`config.mk`:
```
export PLATFORM = sky130hd
export DESIGN_NAME = booth_multiplier_flat
export DESIGN_NICKNAME = d
export VERILOG_FILES = /design/src/rtl/booth_multiplier_if.sv /design/src/rtl/booth_multiplier.sv /design/src/flat_wrapper.sv
export SDC_FILE = /design/constraint.sdc
export NUM_CORES = 1
export LEC_CHECK = 0
export CAP_MARGIN = 20
export CORE_AREA = 3 3 166 168
export CTS_BUF_LIST = sky130_fd_sc_hd__clkbuf_8
export CTS_CLUSTER_SIZE = 20
export DETAILED_ROUTE_END_ITERATION = 8
export DIE_AREA = 0 0 169 171
export PLACE_DENSITY = 0.6
export RECOVER_POWER = 25
export SLEW_MARGIN = 20
export SYNTH_ARGS = -nofsm -noshare
export SYNTH_HDL_FRONTEND = slang
export SYNTH_SLANG_ARGS = --single-unit
```
`constraint.sdc`:
```
create_clock -name clock -period 5.5 [get_ports clock]
set_input_delay 0.825 -clock clock [delete_from_list [all_inputs] [get_ports clock]]
set_output_delay 0.825 -clock clock [all_outputs]
set_load 0.01 [all_outputs]
```
`src/rtl/booth_multiplier_if.sv`:
```
// Start/ready/write handshake bundle shared by the muldiv units.
// MULT_HI_OUT_EN adds the result_hi upper-product output.
interface booth_multiplier_if #(
  parameter int unsigned WIDTH = 32
);
  logic             ctrl_MULT;
  logic [WIDTH-1:0] A;
  logic [WIDTH-1:0] B;
  logic [WIDTH-1:0] result;
  logic             exception;
  logic             ready;
  logic             write;
  logic             busy;
`ifdef MULT_HI_OUT_EN
  logic [WIDTH-1:0] result_hi;
`endif

  modport master (
    output ctrl_MULT, A, B,
    input  result, exception, ready, write, busy
`ifdef MULT_HI_OUT_EN
    , input result_hi
`endif
  );

  modport slave (
    input  ctrl_MULT, A, B,
    output result, exception, ready, write, busy
`ifdef MULT_HI_OUT_EN
    , output result_hi
`endif
  );
endinterface

```
`src/rtl/booth_multiplier.sv`:
```
// Iterative radix-4 Booth signed multiplier, WIDTH/2 steps per operation.
// MULT_HI_OUT_EN exposes the upper product half on result_hi.
module booth_multiplier #(
  parameter int unsigned WIDTH = 32
) (
  input  logic               clock,
  input  logic               reset,
  booth_multiplier_if.slave  bus
);

  localparam int unsigned AW    = WIDTH + 2;
  localparam int unsigned PW    = 2 * WIDTH + 3;
  localparam int unsigned STEPS = WIDTH / 2;
  localparam int unsigned CW    = $clog2(STEPS + 1);

  typedef enum logic [1:0] {IDLE, RUN, DONE, WB} state_t;

  state_t           state_q, state_d;
  logic [PW-1:0]    p_q;
  logic [AW-1:0]    m_q;
  logic [CW-1:0]    cnt_q;
  logic [WIDTH-1:0] result_q;
  logic             exception_q;
  logic             ready_q, write_q, busy_q;

  logic [AW-1:0]      acc, sel, acc_sum;
  logic [PW-1:0]      p_step;
  logic [2*WIDTH-1:0] product;
  logic               last_step;

  // One Booth step: decode guard triplet, accumulate, arithmetic shift by 2
  always_comb begin
    acc = p_q[PW-1:WIDTH+1];
    sel = '0;
    case (p_q[2:0])
      3'b001, 3'b010: sel = m_q;
      3'b011:         sel = {m_q[AW-2:0], 1'b0};
      3'b100:         sel = -{m_q[AW-2:0], 1'b0};
      3'b101, 3'b110: sel = -m_q;
      default:        sel = '0;
    endcase
    acc_sum   = acc + sel;
    p_step    = {{2{acc_sum[AW-1]}}, acc_sum, p_q[WIDTH:2]};
    product   = p_step[2*WIDTH:1];
    last_step = (cnt_q == CW'(STEPS - 1));
  end

  // State register
  always_ff @(posedge clock) begin
    if (reset) state_q <= IDLE;
    else       state_q <= state_d;
  end

  // Next state; a start pulse preempts whatever is in flight
  always_comb begin
    state_d = state_q;
    if (bus.ctrl_MULT) begin
      state_d = RUN;
    end else begin
      case (state_q)
        IDLE:    state_d = IDLE;
        RUN:     state_d = last_step ? DONE : RUN;
        DONE:    state_d = WB;
        WB:      state_d = IDLE;
        default: state_d = IDLE;
      endcase
    end
  end

  // Datapath and registered results
  always_ff @(posedge clock) begin
    if (reset) begin
      p_q         <= '0;
      m_q         <= '0;
      cnt_q       <= '0;
      result_q    <= '0;
      exception_q <= 1'b0;
    end else if (bus.ctrl_MULT) begin
      p_q   <= {{AW{1'b0}}, bus.B, 1'b0};
      m_q   <= {{2{bus.A[WIDTH-1]}}, bus.A};
      cnt_q <= '0;
    end else if (state_q == RUN) begin
      p_q   <= p_step;
      cnt_q <= cnt_q + CW'(1);
      if (last_step) begin
        result_q    <= product[WIDTH-1:0];
        exception_q <= (product[2*WIDTH-1:WIDTH] != {WIDTH{product[WIDTH-1]}});
      end
    end
  end

  // Handshake strobes registered from the next state
  always_ff @(posedge clock) begin
    if (reset) begin
      ready_q <= 1'b0;
      write_q <= 1'b0;
      busy_q  <= 1'b0;
    end else begin
      ready_q <= (state_d == DONE);
      write_q <= (state_d == WB);
      busy_q  <= (state_d != IDLE);
    end
  end

  assign bus.result    = result_q;
  assign bus.exception = exception_q;
  assign bus.ready     = ready_q;
  assign bus.write     = write_q;
  assign bus.busy      = busy_q;

`ifdef MULT_HI_OUT_EN
  logic [WIDTH-1:0] result_hi_q;

  always_ff @(posedge clock) begin
    if (reset)                                       result_hi_q <= '0;
    else if (!bus.ctrl_MULT && state_q == RUN && last_step) result_hi_q <= product[2*WIDTH-1:WIDTH];
  end

  assign bus.result_hi = result_hi_q;
`endif

endmodule
```
`src/flat_wrapper.sv`:
```
// flat-port wrapper written by rule: the top's interface ports become plain ports
module booth_multiplier_flat 
#(
  parameter int unsigned WIDTH = 32
)
  (clock, reset, bus_ctrl_MULT, bus_A, bus_B, bus_result, bus_exception, bus_ready, bus_write, bus_busy);
  booth_multiplier_if #(.WIDTH(WIDTH)) bus_i ();
  input  logic clock;
  input  logic reset;
  input wire logic [$bits(bus_i.ctrl_MULT)-1:0] bus_ctrl_MULT;
  input wire logic [$bits(bus_i.A)-1:0] bus_A;
  input wire logic [$bits(bus_i.B)-1:0] bus_B;
  output wire logic [$bits(bus_i.result)-1:0] bus_result;
  output wire logic [$bits(bus_i.exception)-1:0] bus_exception;
  output wire logic [$bits(bus_i.ready)-1:0] bus_ready;
  output wire logic [$bits(bus_i.write)-1:0] bus_write;
  output wire logic [$bits(bus_i.busy)-1:0] bus_busy;
  assign bus_i.ctrl_MULT = bus_ctrl_MULT;
  assign bus_i.A = bus_A;
  assign bus_i.B = bus_B;
  assign bus_result = bus_i.result;
  assign bus_exception = bus_i.exception;
  assign bus_ready = bus_i.ready;
  assign bus_write = bus_i.write;
  assign bus_busy = bus_i.busy;
  booth_multiplier #(.WIDTH(WIDTH)) u_core (.clock(clock), .reset(reset), .bus(bus_i));
endmodule
```
==> summary.md, run 1 <==
- **outcome** finished, violations left
- **violated checks** design-rule violations, max-capacitance violations, max-slew violations
- **total number of vias** 9,190
- **number of synthesized flops with an enable pin** 0
- **Starting Density** 0.351
- **Bufs on Longest Clock Path** 2
- **Crit Reg-Reg Endpoint** u_core.bus.exception
- **area of combinational cells with multiple inputs** 5980 µm²
- **FF+latch count, synth** 140
- **die width** 169 µm
- **total number of placement rows** 59
- **Reg2Reg Depth** 21
- **worst slew margin relative to its limit** -1.67
- **Tcrit/Tclk final** 0.966
- **H-tree levels** 4
- **vias per cell** 5.43
- **total number of clock tree sinks** 140
- **CTS Buf Count** 17
- **Sequential Power Share** 0.441
- **endpoints failing setup** 0
- **sequential standard cell area** 2800 µm²
- **Syn Area/Cell** 7.17 µm²
- **number of global-route vias before repair** 8,683
- **ratio of cells with drive above 1 in the final layout** 0.0723
- **CTS root buf** clkbuf_8
- **startpoint kind of the worst setup timing path** flop
- **number of antenna cells inserted** 0
- **core area** 26,100 µm²
- **net load switching power** 0.856 mW
- **endpoint class of the critical path** flop
- **relative area change from synthesis to final layout** 19.6%
- **area leader, netlist** dfxtp_1
- **Post-synth ARST share** 0
- **Synth area leaders** dfxtp_1, nand2_1, a21oi_1
- **clock-pin slew on the worst setup and hold paths** 100 ps
- **Max Fclk** 188 MHz
- **GR Util All Layers** 0.188
- **Main synth FF type** dfxtp_1
- **internal power summed over all cells** 1.61 mW
- **data arrival at the endpoint of the critical path** 5670 ps
- **Critical Setup Path Class** reg -> reg
- **cell depth of the worst hold path** 2
- **Post-layout nets** 1,447
- **die area** 28,900 µm²
- **reg2reg setup slack** 190 ps
- **part of the power in the clock network** 0.354
- **total design power** 2.46 mW
- **beginning of the worst hold path** u_core.bus.result[1]
- **sequential fraction of the synthesis area** 0.306
- **Antenna Violating Nets Remaining** 0
- **cells after synthesis** 1,277
- **terminating pin of the worst hold path** u_core.bus.result[1]
- **share of total power consumed by net switching** 0.347
- **distinct cell type count after synthesis** 66
- **non-filler cells, final** 1,691
- **WL final** 27.7 mm
- **gpl congestion** 0.913
- **worst r2r src** u_core.m_q[0]
- **die boundary height** 171 µm
- **clk_skew** 15.0 ps
- **maximum capacitance violations** 3
- **highest net fanout along the worst path** 6
- **fillers** 2,729
- **Worst Max-Slew Pin Slew** 4000 ps
- **Max rail drop VDD** 141 µV
- **data required time of the critical path** 5860 ps
- **post-route DRC violation count** 1
- **hold violation total from the final report** 0
- **final design utilization** 0.420
- **total number of yosys warnings** 0
- **total non-filler cell area in the finished layout** 10,900 µm²
- **total of buffers placed on input and output ports** 102
- **HP Class** reg -> reg
- **pwr/cell area** 225 nW/µm²
- **number of iterations in the first detailed-routing pass** 9
- **global-route wire length before repair** 44.5 mm
- **clock network latency to the later pin of the worst-skew pair** 470 ps
- **DP Wirelength** 19.4 mm
- **largest net degree at the start of global routing** 78
- **initial antenna violation count** 3
- **Max Slew Vio Count** 183
- **clock tree from TritonCTS** yes
- **Final min period** 5310 ps
- **I/O pin total** 103
- **routed wirelength normalized by instance count** 16.4 µm
- **share of the synthesized area in the top cell type** 0.306
- **dpl cells** 1,656
- **share of power burned in combinational logic** 0.205
- **placed inst area** 10,500 µm²
- **Syn Nets** 1,381
- **number of design-rule violations left by the first detailed-router iteration** 610
- **Leak Pwr** 4.14 nW
- **total standard cell area after synthesis** 9160 µm²
- **gr ovfl total** 0
per-stage QoR:
step	setup WS, ps	hold slack (ps)	setup TNS [ps]
6_report	189	462	0
5_1_grt	-17.8	482	-17.8
4_1_cts	110	463	0
3_5_place_dp	25.6	449	0
3_3_place_gp	217	442	0
2_1_floorplan	466	441	0
sequential cells by signal (all words and copies together), names as in the netlist:
register / cells
u_core.bus.result: 32
u_core.bus.ready: 1
u_core.p_q: 65
u_core.state_q: 2
u_core.bus.busy: 1
u_core.bus.write: 1
u_core.cnt_q: 5
u_core.bus.exception: 1
u_core.m_q: 32
cell usage in the layout (no fill, tap or decap), types with 7 or more instances in the layout:
cell type / n
nand2b_1: 10
a31oi_1: 7
mux2i_1: 34
o21ai_1: 8
nand2_1: 233
o21a_1: 8
inv_1: 12
xnor2_1: 40
ha_1: 33
clkdlybuf4s50_1: 99
a22oi_1: 41
o211ai_1: 14
a211oi_1: 11
a21oi_1: 172
nand3_1: 17
buf_4: 38
clkbuf_8: 17
nand4_1: 13
nor2b_1: 9
xor2_1: 22
or3_1: 13
a21o_1: 16
nor3_1: 26
dfxtp_1: 140
o21ai_0: 68
nor2_1: 146
metal layers:
metal  wire length, µm  GRT usage
met1             12700      0.240
met2             12900      0.313
met3              1410     0.0453
met4               611     0.0610
met5                41          0
power by group through the flow:
stage,Combinational [mW],Clock [mW],Sequential (mW)
4_1_cts,0.496,0.899,1.09
6_report,0.506,0.873,1.09
5_1_grt,0.560,0.940,1.09
3_5_place_dp,0.492,0,1.11
2_1_floorplan,0.344,0,1.09
3_3_place_gp,0.489,0,1.11
logic make-up after synthesis:
logic type / synth area share
flops: 0.306
simple gates: 0.249
mux: 0.0383
compound gates: 0.251
fa+ha+maj: 0.0514
buf+inv: 0.0449
xor+xnor: 0.0593
area by class of cell:
| class | instances | area share |
|---|---|---|
| tap | 335 | 0.0383 |
| inverter | 12 | 0.00411 |
| timing repair buffer | 141 | 0.118 |
| clock inverter | 15 | 0.0159 |
| multi-input combinational | 1031 | 0.546 |
| sequential | 140 | 0.256 |
| clock buffer | 17 | 0.0214 |
worst max path at each step:
stage | from | endpoint | slack (ps) | cells after the start
finish | u_core.m_q[0] | u_core.bus.exception | 190 | 21
global route | u_core.m_q[0] | u_core.bus.exception | -20 | 21
CTS | u_core.m_q[1] | u_core.bus.exception | 110 | 23
detailed placement | u_core.m_q[0] | u_core.bus.exception | 30 | 21
global placement | u_core.m_q[0] | u_core.bus.exception | 220 | 21
floorplan | u_core.m_q[0] | u_core.bus.exception | 470 | 23
Yosys cell counts (all sizes together), types with 3 or more instances:
cell type / instances
xor2: 22
or4: 8
buf: 18
nor3b: 4
nand3: 17
o211ai: 14
o21bai: 3
a221oi: 4
ha: 36
nand4: 13
a21o: 16
o31ai: 6
and2: 4
o21ai: 76
nand2b: 11
o21a: 8
a21oi: 172
nand2: 234
nor2b: 9
nor3: 26
dfxtp: 140
a22oi: 41
nor2: 146
mux2i: 35
or3: 16
a31oi: 7
o22ai: 5
a31o: 3
a211oi: 12
nor4: 5
xnor2: 40
clkbuf: 76
and3: 5
or2: 8
inv: 12
worst max-delay path: stages, from the launching register on:
cell      delay (ps)
dfxtp_1          380
inv_1            120
ha_1             250
nor3b_2          230
nand4_1          210
or3_4            400
or3_4            360
or3_4            350
o21ai_0          160
a22oi_1          100
o21ai_1          150
ha_1             290
a21o_1           200
a31o_2           210
a21oi_1          230
o211ai_1         190
a21o_1           220
a22oi_1          210
nand2_1           80
or4_1            520
mux2i_2          220
a311oi_1         120
timing repair:
action                                  4_1_cts  5_1_grt
hold buffers                                  0        0
resized for setup                             0       12
setup buffers                                 1        2
pin swaps                                     0        2
endpoints found under the setup margin        1        1
No activity file was read; power rests on OpenSTA's default activity.
==> run 2: changes to the inputs <==
CORE_AREA = 2 2 165 167   (was 3 3 166 168)
DIE_AREA = 0 0 167 169   (was 0 0 169 171)
SLEW_MARGIN = default   (was 20)
==> run 2 against run 1 <==
Compared with the run above:
- the flow finishes with violations (max-capacitance violations, max-slew violations)
- die area shrank 2.3%
- core utilization down 0.78 points
- global-route usage rose by 0.55 points
- critical path depth increased by 1
- sequential power hardly changed
- flip-flop and latch count unchanged
- final area down 0.19%
- via count fell by 0.46%
- clock-buffer cell count stayed put
- clock skew is 6.7 ps higher
- sequential share of layout area barely moved
- critical endpoint unchanged
- largest cell class unchanged
- largest power group unchanged
- highest routed layer is now met4
==> summary.md, run 2 (synthesis results as in run 1) <==
- **cell depth of the worst hold path** 2
- **worst slack on hold paths** 458 ps
- **Reg2Reg Depth** 22
- **violated checks** max-capacitance violations, max-slew violations
- **critical path's most frequent cell** or3_4
- **global-route wire length before repair** 44.9 mm
- **die boundary height** 169 µm
- **final total negative setup slack** 0 ps
- **beginning of the worst hold path** u_core.bus.result[8]
- **total number of vias** 9,148
- **data required time of the critical path** 5850 ps
- **most flop-heavy register** u_core.p_q
- **startpoint kind of the worst setup timing path** flop
- **ratio of cells with drive above 1 in the final layout** 0.0696
- **final design utilization** 0.412
- **routed wirelength normalized by instance count** 16.3 µm
- **CTS root buf** clkbuf_8
- **clock network latency to the later pin of the worst-skew pair** 470 ps
- **placed inst area** 10,500 µm²
- **Leak Pwr** 4.13 nW
- **total design power** 2.48 mW
- **net load switching power** 0.836 mW
- **I/O pin total** 103
- **Worst Max-Slew Pin Slew** 3790 ps
- **total number of clock tree sinks** 140
- **min setup slack post-route** 267 ps
- **Final min period** 5230 ps
- **part of the power in the clock network** 0.359
- **CP Cell Sequence** inv_1 -> ha_1 -> nor3b_2 -> nand4_1 -> buf_4 -> or3_4 -> or3_4 -> or3_4 -> nand2_2 -> xnor2_1 -> a22oi_1 -> o21ai_1 -> ha_2 -> a21o_1 -> a31o_2 -> a2111oi_0 -> a221oi_1 -> nand2_1 -> nand2_1 -> or4_1 -> mux2i_1 -> a311oi_1
- **Critical Path Slowest Stage Cell** or4_1
- **share of power burned in combinational logic** 0.200
- **worst slew margin relative to its limit** -1.53
- **flip-flop count of the largest register after layout** 65
- **pwr/cell area** 227 nW/µm²
- **share of total power consumed by net switching** 0.337
- **CTS Buf Count** 17
- **clock-pin slew on the worst setup and hold paths** 100 ps
- **number of antenna cells inserted** 0
- **Bufs on Longest Clock Path** 2
- **core area** 26,500 µm²
- **total non-filler cell area in the finished layout** 10,900 µm²
- **WL final** 27.6 mm
- **Starting Density** 0.346
- **clk_skew** 21.7 ps
- **Crit Reg-Reg Endpoint** u_core.bus.exception
- **maximum capacitance violations** 4
- **Post-layout nets** 1,442
- **post-route DRC violation count** 0
- **initial antenna violation count** 0
- **most common cell after layout, fill and taps aside** nand2_1
- **Max rail drop VDD** 147 µV
- **endpoints failing setup** 0
- **dpl cells** 1,657
- **GR Util All Layers** 0.193
- **total of buffers placed on input and output ports** 102
- **Antenna Violating Nets Remaining** 0
- **vias per cell** 5.41
- **gpl congestion** 0.898
- **outcome** finished, violations left
- **Sequential Power Share** 0.441
- **reg2reg setup slack** 270 ps
- **terminating pin of the worst hold path** u_core.bus.result[8]
- **post-placement worst setup slack** 68.2 ps
- **setup repair after global routing missed its margin** no
- **number of iterations in the first detailed-routing pass** 7
- **DP Wirelength** 19.2 mm
- **Tcrit/Tclk final** 0.951
- **most frequent cells in the layout** nand2_1, a21oi_1, nor2_1, dfxtp_1, clkdlybuf4s50_1
- **clock tree from TritonCTS** yes
- **Max Slew Vio Count** 215
- **HP Class** reg -> reg
- **internal power summed over all cells** 1.64 mW
- **fillers** 2,765
- **worst r2r src** u_core.m_q[0]
- **highest net fanout along the worst path** 10
- **largest net degree at the start of global routing** 85
- **H-tree levels** 4
- **Critical Setup Path Class** reg -> reg
- **number of global-route vias before repair** 8,644
- **hold violation total from the final report** 0
- **die area** 28,200 µm²
- **number of design-rule violations left by the first detailed-router iteration** 882
- **total number of placement rows** 60
- **gr ovfl total** 0
- **largest stage delay on the critical path** 520 ps
- **data arrival at the endpoint of the critical path** 5580 ps
- **relative area change from synthesis to final layout** 19.3%
- **non-filler cells, final** 1,692
- **Max Fclk** 191 MHz
- **die width** 167 µm
- **endpoint class of the critical path** flop
run 2: changes by cell type in the layout (fill, tap and decap cells not counted), moves of 2 or more:
cell	previous run	this run
inv_8	4	7
ha_2	3	1
buf_4	38	33
clkinv_8	5	0
ha_1	33	35
run 2: worst max-delay path by stage:
| stage | depth (start not counted) | startpoint | endpoint |
|---|---|---|---|
| 3_5_place_dp | 20 | u_core.m_q[0] | u_core.bus.exception |
| 3_3_place_gp | 20 | u_core.m_q[2] | u_core.bus.exception |
| 6_report | 22 | u_core.m_q[0] | u_core.bus.exception |
| 5_1_grt | 22 | u_core.m_q[0] | u_core.bus.exception |
| 4_1_cts | 20 | u_core.m_q[0] | u_core.bus.exception |
| 2_1_floorplan | 23 | u_core.m_q[0] | u_core.bus.exception |
run 2: per-layer routing:
metal	vias up	GRT usage	routed length, µm
met1	4249	0.242	12300
met5	-	0	0
met3	36	0.0472	1600
met2	253	0.333	13200
met4	0	0.0499	452
li1	4610	-	-
run 2: critical path, delay by kind of cell (launching register included):
| kind | cells | cell delay, ps |
|---|---|---|
| AND/OR/NAND/NOR | 9 | 2160 |
| XOR/XNOR | 1 | 130 |
| buffers and inverters | 2 | 310 |
| AO/OA/AOI/OAI | 7 | 1390 |
| adder cells (fa/ha/maj) | 2 | 530 |
| multiplexers | 1 | 210 |
| flip-flops | 1 | 390 |
run 2: layout make-up:
class / instances / area (µm²) / area share
clock buffers: 17 / 234 / 0.0214
clock inverters: 15 / 165 / 0.0151
inverters: 12 / 45.0 / 0.00412
multi-input cells: 1031 / 5990 / 0.549
flip-flops and latches: 140 / 2800 / 0.256
well taps: 341 / 427 / 0.0390
repair buffers: 136 / 1260 / 0.115
run 2: power by group through the flow:
stage	sequential, mW	combinational [mW]	clock (mW)
5_1_grt	1.10	0.551	0.959
3_5_place_dp	1.11	0.486	0
4_1_cts	1.09	0.489	0.914
6_report	1.09	0.496	0.889
2_1_floorplan	1.09	0.344	0
3_3_place_gp	1.11	0.484	0
run 2: timing repair:
action	4_1_cts	5_1_grt
setup buffers	0	3
endpoints found under the setup margin	0	2
endpoints found under the hold margin	0	0
hold buffers	0	0
resized for setup	0	12
==> run 3: changes to the inputs <==
--- a/config.mk
+++ b/config.mk
@@ -12,6 +12,7 @@
 export DETAILED_ROUTE_END_ITERATION = 8
 export DIE_AREA = 0 0 167 169
+export HOLD_SLACK_MARGIN = 0.12
 export PLACE_DENSITY = 0.6
-export RECOVER_POWER = 25
+export RECOVER_POWER = 50
 export SYNTH_ARGS = -nofsm -noshare
 export SYNTH_HDL_FRONTEND = slang
==> constraint.sdc (replaced) <==
create_clock -name clock -period 5.5 [get_ports clock]
set_input_delay 1.1 -clock clock [delete_from_list [all_inputs] [get_ports clock]]
set_output_delay 1.1 -clock clock [all_outputs]
set_load 0.01 [all_outputs]
==> run 3 against run 2 <==
Compared with the run above:
- the flow still finishes with violations (max-capacitance violations, max-slew violations)
- critical path type unchanged
- largest power group unchanged
- highest routed layer unchanged
- core utilization barely moved
- power up 0.13%
- critical endpoint unchanged
- register-to-register slack about the same
- critical path depth is the same
- maximum frequency increased by 0.24%
- clock-buffer cell count did not move
==> summary.md, run 3 (synthesis results as in run 1) <==
- **violated checks** max-capacitance violations, max-slew violations
- **hold violation total from the final report** 0
- **CTS Buf Count** 17
- **data arrival at the endpoint of the critical path** 5580 ps
- **GR Util All Layers** 0.193
- **ratio of cells with drive above 1 in the final layout** 0.0711
- **number of antenna cells inserted** 0
- **Critical Setup Path Class** reg -> reg
- **worst setup path endpoint** u_core.bus.exception
- **Crit Reg-Reg Endpoint** u_core.bus.exception
- **net load switching power** 0.839 mW
- **worst slack on hold paths** 459 ps
- **relative area change from synthesis to final layout** 19.4%
- **number of design-rule violations left by the first detailed-router iteration** 884
- **reg2reg setup slack** 280 ps
- **Max Slew Vio Count** 130
- **launching element of the worst setup path** u_core.m_q[0]
- **I/O pin total** 103
- **total number of clock tree sinks** 140
- **routed wirelength normalized by instance count** 16.4 µm
- **setup repair after global routing missed its margin** no
- **vias per cell** 5.44
- **die width** 167 µm
- **critical path's most frequent cell** or3_4
- **core area** 26,500 µm²
- **clock-pin slew on the worst setup and hold paths** 100 ps
- **H-tree levels** 4
- **maximum capacitance violations** 3
- **most common cell after layout, fill and taps aside** nand2_1
- **number of global-route vias before repair** 8,644
- **total number of vias** 9,210
- **Post-layout nets** 1,442
- **data required time of the critical path** 5850 ps
- **die boundary height** 169 µm
- **Critical Path Slowest Stage Cell** or4_1
- **Reg2Reg Depth** 22
- **final total negative setup slack** 0 ps
- **Worst Max-Slew Pin Slew** 2540 ps
- **worst r2r src** u_core.m_q[0]
- **outcome** finished, violations left
- **internal power summed over all cells** 1.64 mW
- **DP Wirelength** 19.2 mm
- **gpl congestion** 0.898
- **fillers** 2,761
- **endpoints failing setup** 0
- **non-filler cells, final** 1,692
- **Bufs on Longest Clock Path** 2
- **WL final** 27.7 mm
- **initial antenna violation count** 0
- **gr ovfl total** 0
- **clock network latency to the later pin of the worst-skew pair** 470 ps
- **Max rail drop VDD** 147 µV
- **CP Cell Sequence** inv_1 -> ha_1 -> nor3b_2 -> nand4_1 -> buf_4 -> or3_4 -> or3_4 -> or3_4 -> nand2_2 -> xnor2_1 -> a22oi_1 -> o21ai_1 -> ha_2 -> a21o_1 -> a31o_2 -> a2111oi_0 -> a221oi_1 -> nand2_1 -> nand2_1 -> or4_1 -> mux2i_1 -> a311oi_1
- **total number of placement rows** 60
- **Final min period** 5220 ps
- **largest stage delay on the critical path** 510 ps
- **share of power burned in combinational logic** 0.200
- **CTS root buf** clkbuf_8
- **flip-flop count of the largest register after layout** 65
- **highest net fanout along the worst path** 10
- **post-route DRC violation count** 0
- **clk_skew** 23.1 ps
- **most flop-heavy register** u_core.p_q
- **endpoint class of the critical path** flop
- **HP Class** reg -> reg
- **die area** 28,200 µm²
- **dpl cells** 1,657
- **Sequential Power Share** 0.440
- **part of the power in the clock network** 0.360
- **total of buffers placed on input and output ports** 102
- **Tcrit/Tclk final** 0.949
- **clock tree from TritonCTS** yes
- **Post-CTS Hold Fix Bufs** 0
- **most frequent cells in the layout** nand2_1, a21oi_1, nor2_1, dfxtp_1, clkdlybuf4s50_1
- **pwr/cell area** 227 nW/µm²
- **Leak Pwr** 4.13 nW
- **Max Fclk** 192 MHz
- **beginning of the worst hold path** u_core.bus.result[8]
- **largest net degree at the start of global routing** 85
- **global-route wire length before repair** 44.9 mm
- **Antenna Violating Nets Remaining** 0
- **startpoint kind of the worst setup timing path** flop
- **worst slew margin relative to its limit** -0.694
- **number of iterations in the first detailed-routing pass** 6
- **Starting Density** 0.346
- **share of total power consumed by net switching** 0.338
## run 3: cell count changes in the layout (fill, tap and decap cells not counted)
cell	previous run	this run
nand2b_1	10	9
nand2b_2	0	1
clkbuf_2	0	1
clkbuf_1	3	2
## run 3: worst min-delay path by stage
stage	end	slack (ps)	depth (start not counted)
finish	u_core.bus.result[8]	460	2
global route	u_core.bus.result[15]	480	2
CTS	u_core.bus.result[8]	460	2
detailed placement	u_core.bus.result[0]	450	2
global placement	u_core.bus.result[1]	440	2
floorplan	u_core.p_q[35]	440	2
## run 3: worst max-delay path: cells and delay by family (launching register included)
kind                       cells  cell delay, ps
buffers and inverters          2             310
muxes                          1             210
AOI/OAI and AO/OA              7            1390
and+or+nand+nor                9            2140
adders and majority gates      2             530
xor gates and xnor gates       1             130
DFF                            1             390
## run 3: through the flow
stage	util	power [mW]	setup slack, ps	instance area [µm²]
6_report	0.413	2.48	279	10900
5_1_grt	0.413	2.61	19.7	10900
4_1_cts	0.410	2.49	76.9	10900
3_5_place_dp	0.395	1.60	68.2	10500
3_3_place_gp	0.395	1.60	193	10500
2_1_floorplan	-	1.44	466	9160
## run 3: per-layer routing
metal	wire length [µm]	vias up	track usage
met5	0	-	0
met3	1640	34	0.0472
met4	435	0	0.0499
li1	-	4617	-
met2	13300	259	0.333
met1	12300	4300	0.242
## run 3: cell type report
type | count | area [µm²] | area share
Tap cell | 341 | 427 | 0.0390
Sequential cell | 140 | 2800 | 0.256
Multi-Input combinational cell | 1031 | 6000 | 0.549
Inverter | 12 | 45.0 | 0.00412
Clock inverter | 15 | 165 | 0.0151
Timing Repair Buffer | 136 | 1260 | 0.115
Clock buffer | 17 | 234 | 0.0214
## run 3: power groups by stage
| stage | logic [mW] | registers (mW) | clock network (mW) |
|---|---|---|---|
| detailed placement | 0.486 | 1.11 | 0 |
| floorplan | 0.344 | 1.09 | 0 |
| global route | 0.551 | 1.10 | 0.959 |
| finish | 0.496 | 1.09 | 0.893 |
| CTS | 0.489 | 1.09 | 0.914 |
| global placement | 0.484 | 1.11 | 0 |
## run 3: what timing repair did
| action | 4_1_cts | 5_1_grt |
|---|---|---|
| endpoints found under the setup margin | 0 | 2 |
| setup buffers | 0 | 3 |
| resized for setup | 0 | 12 |
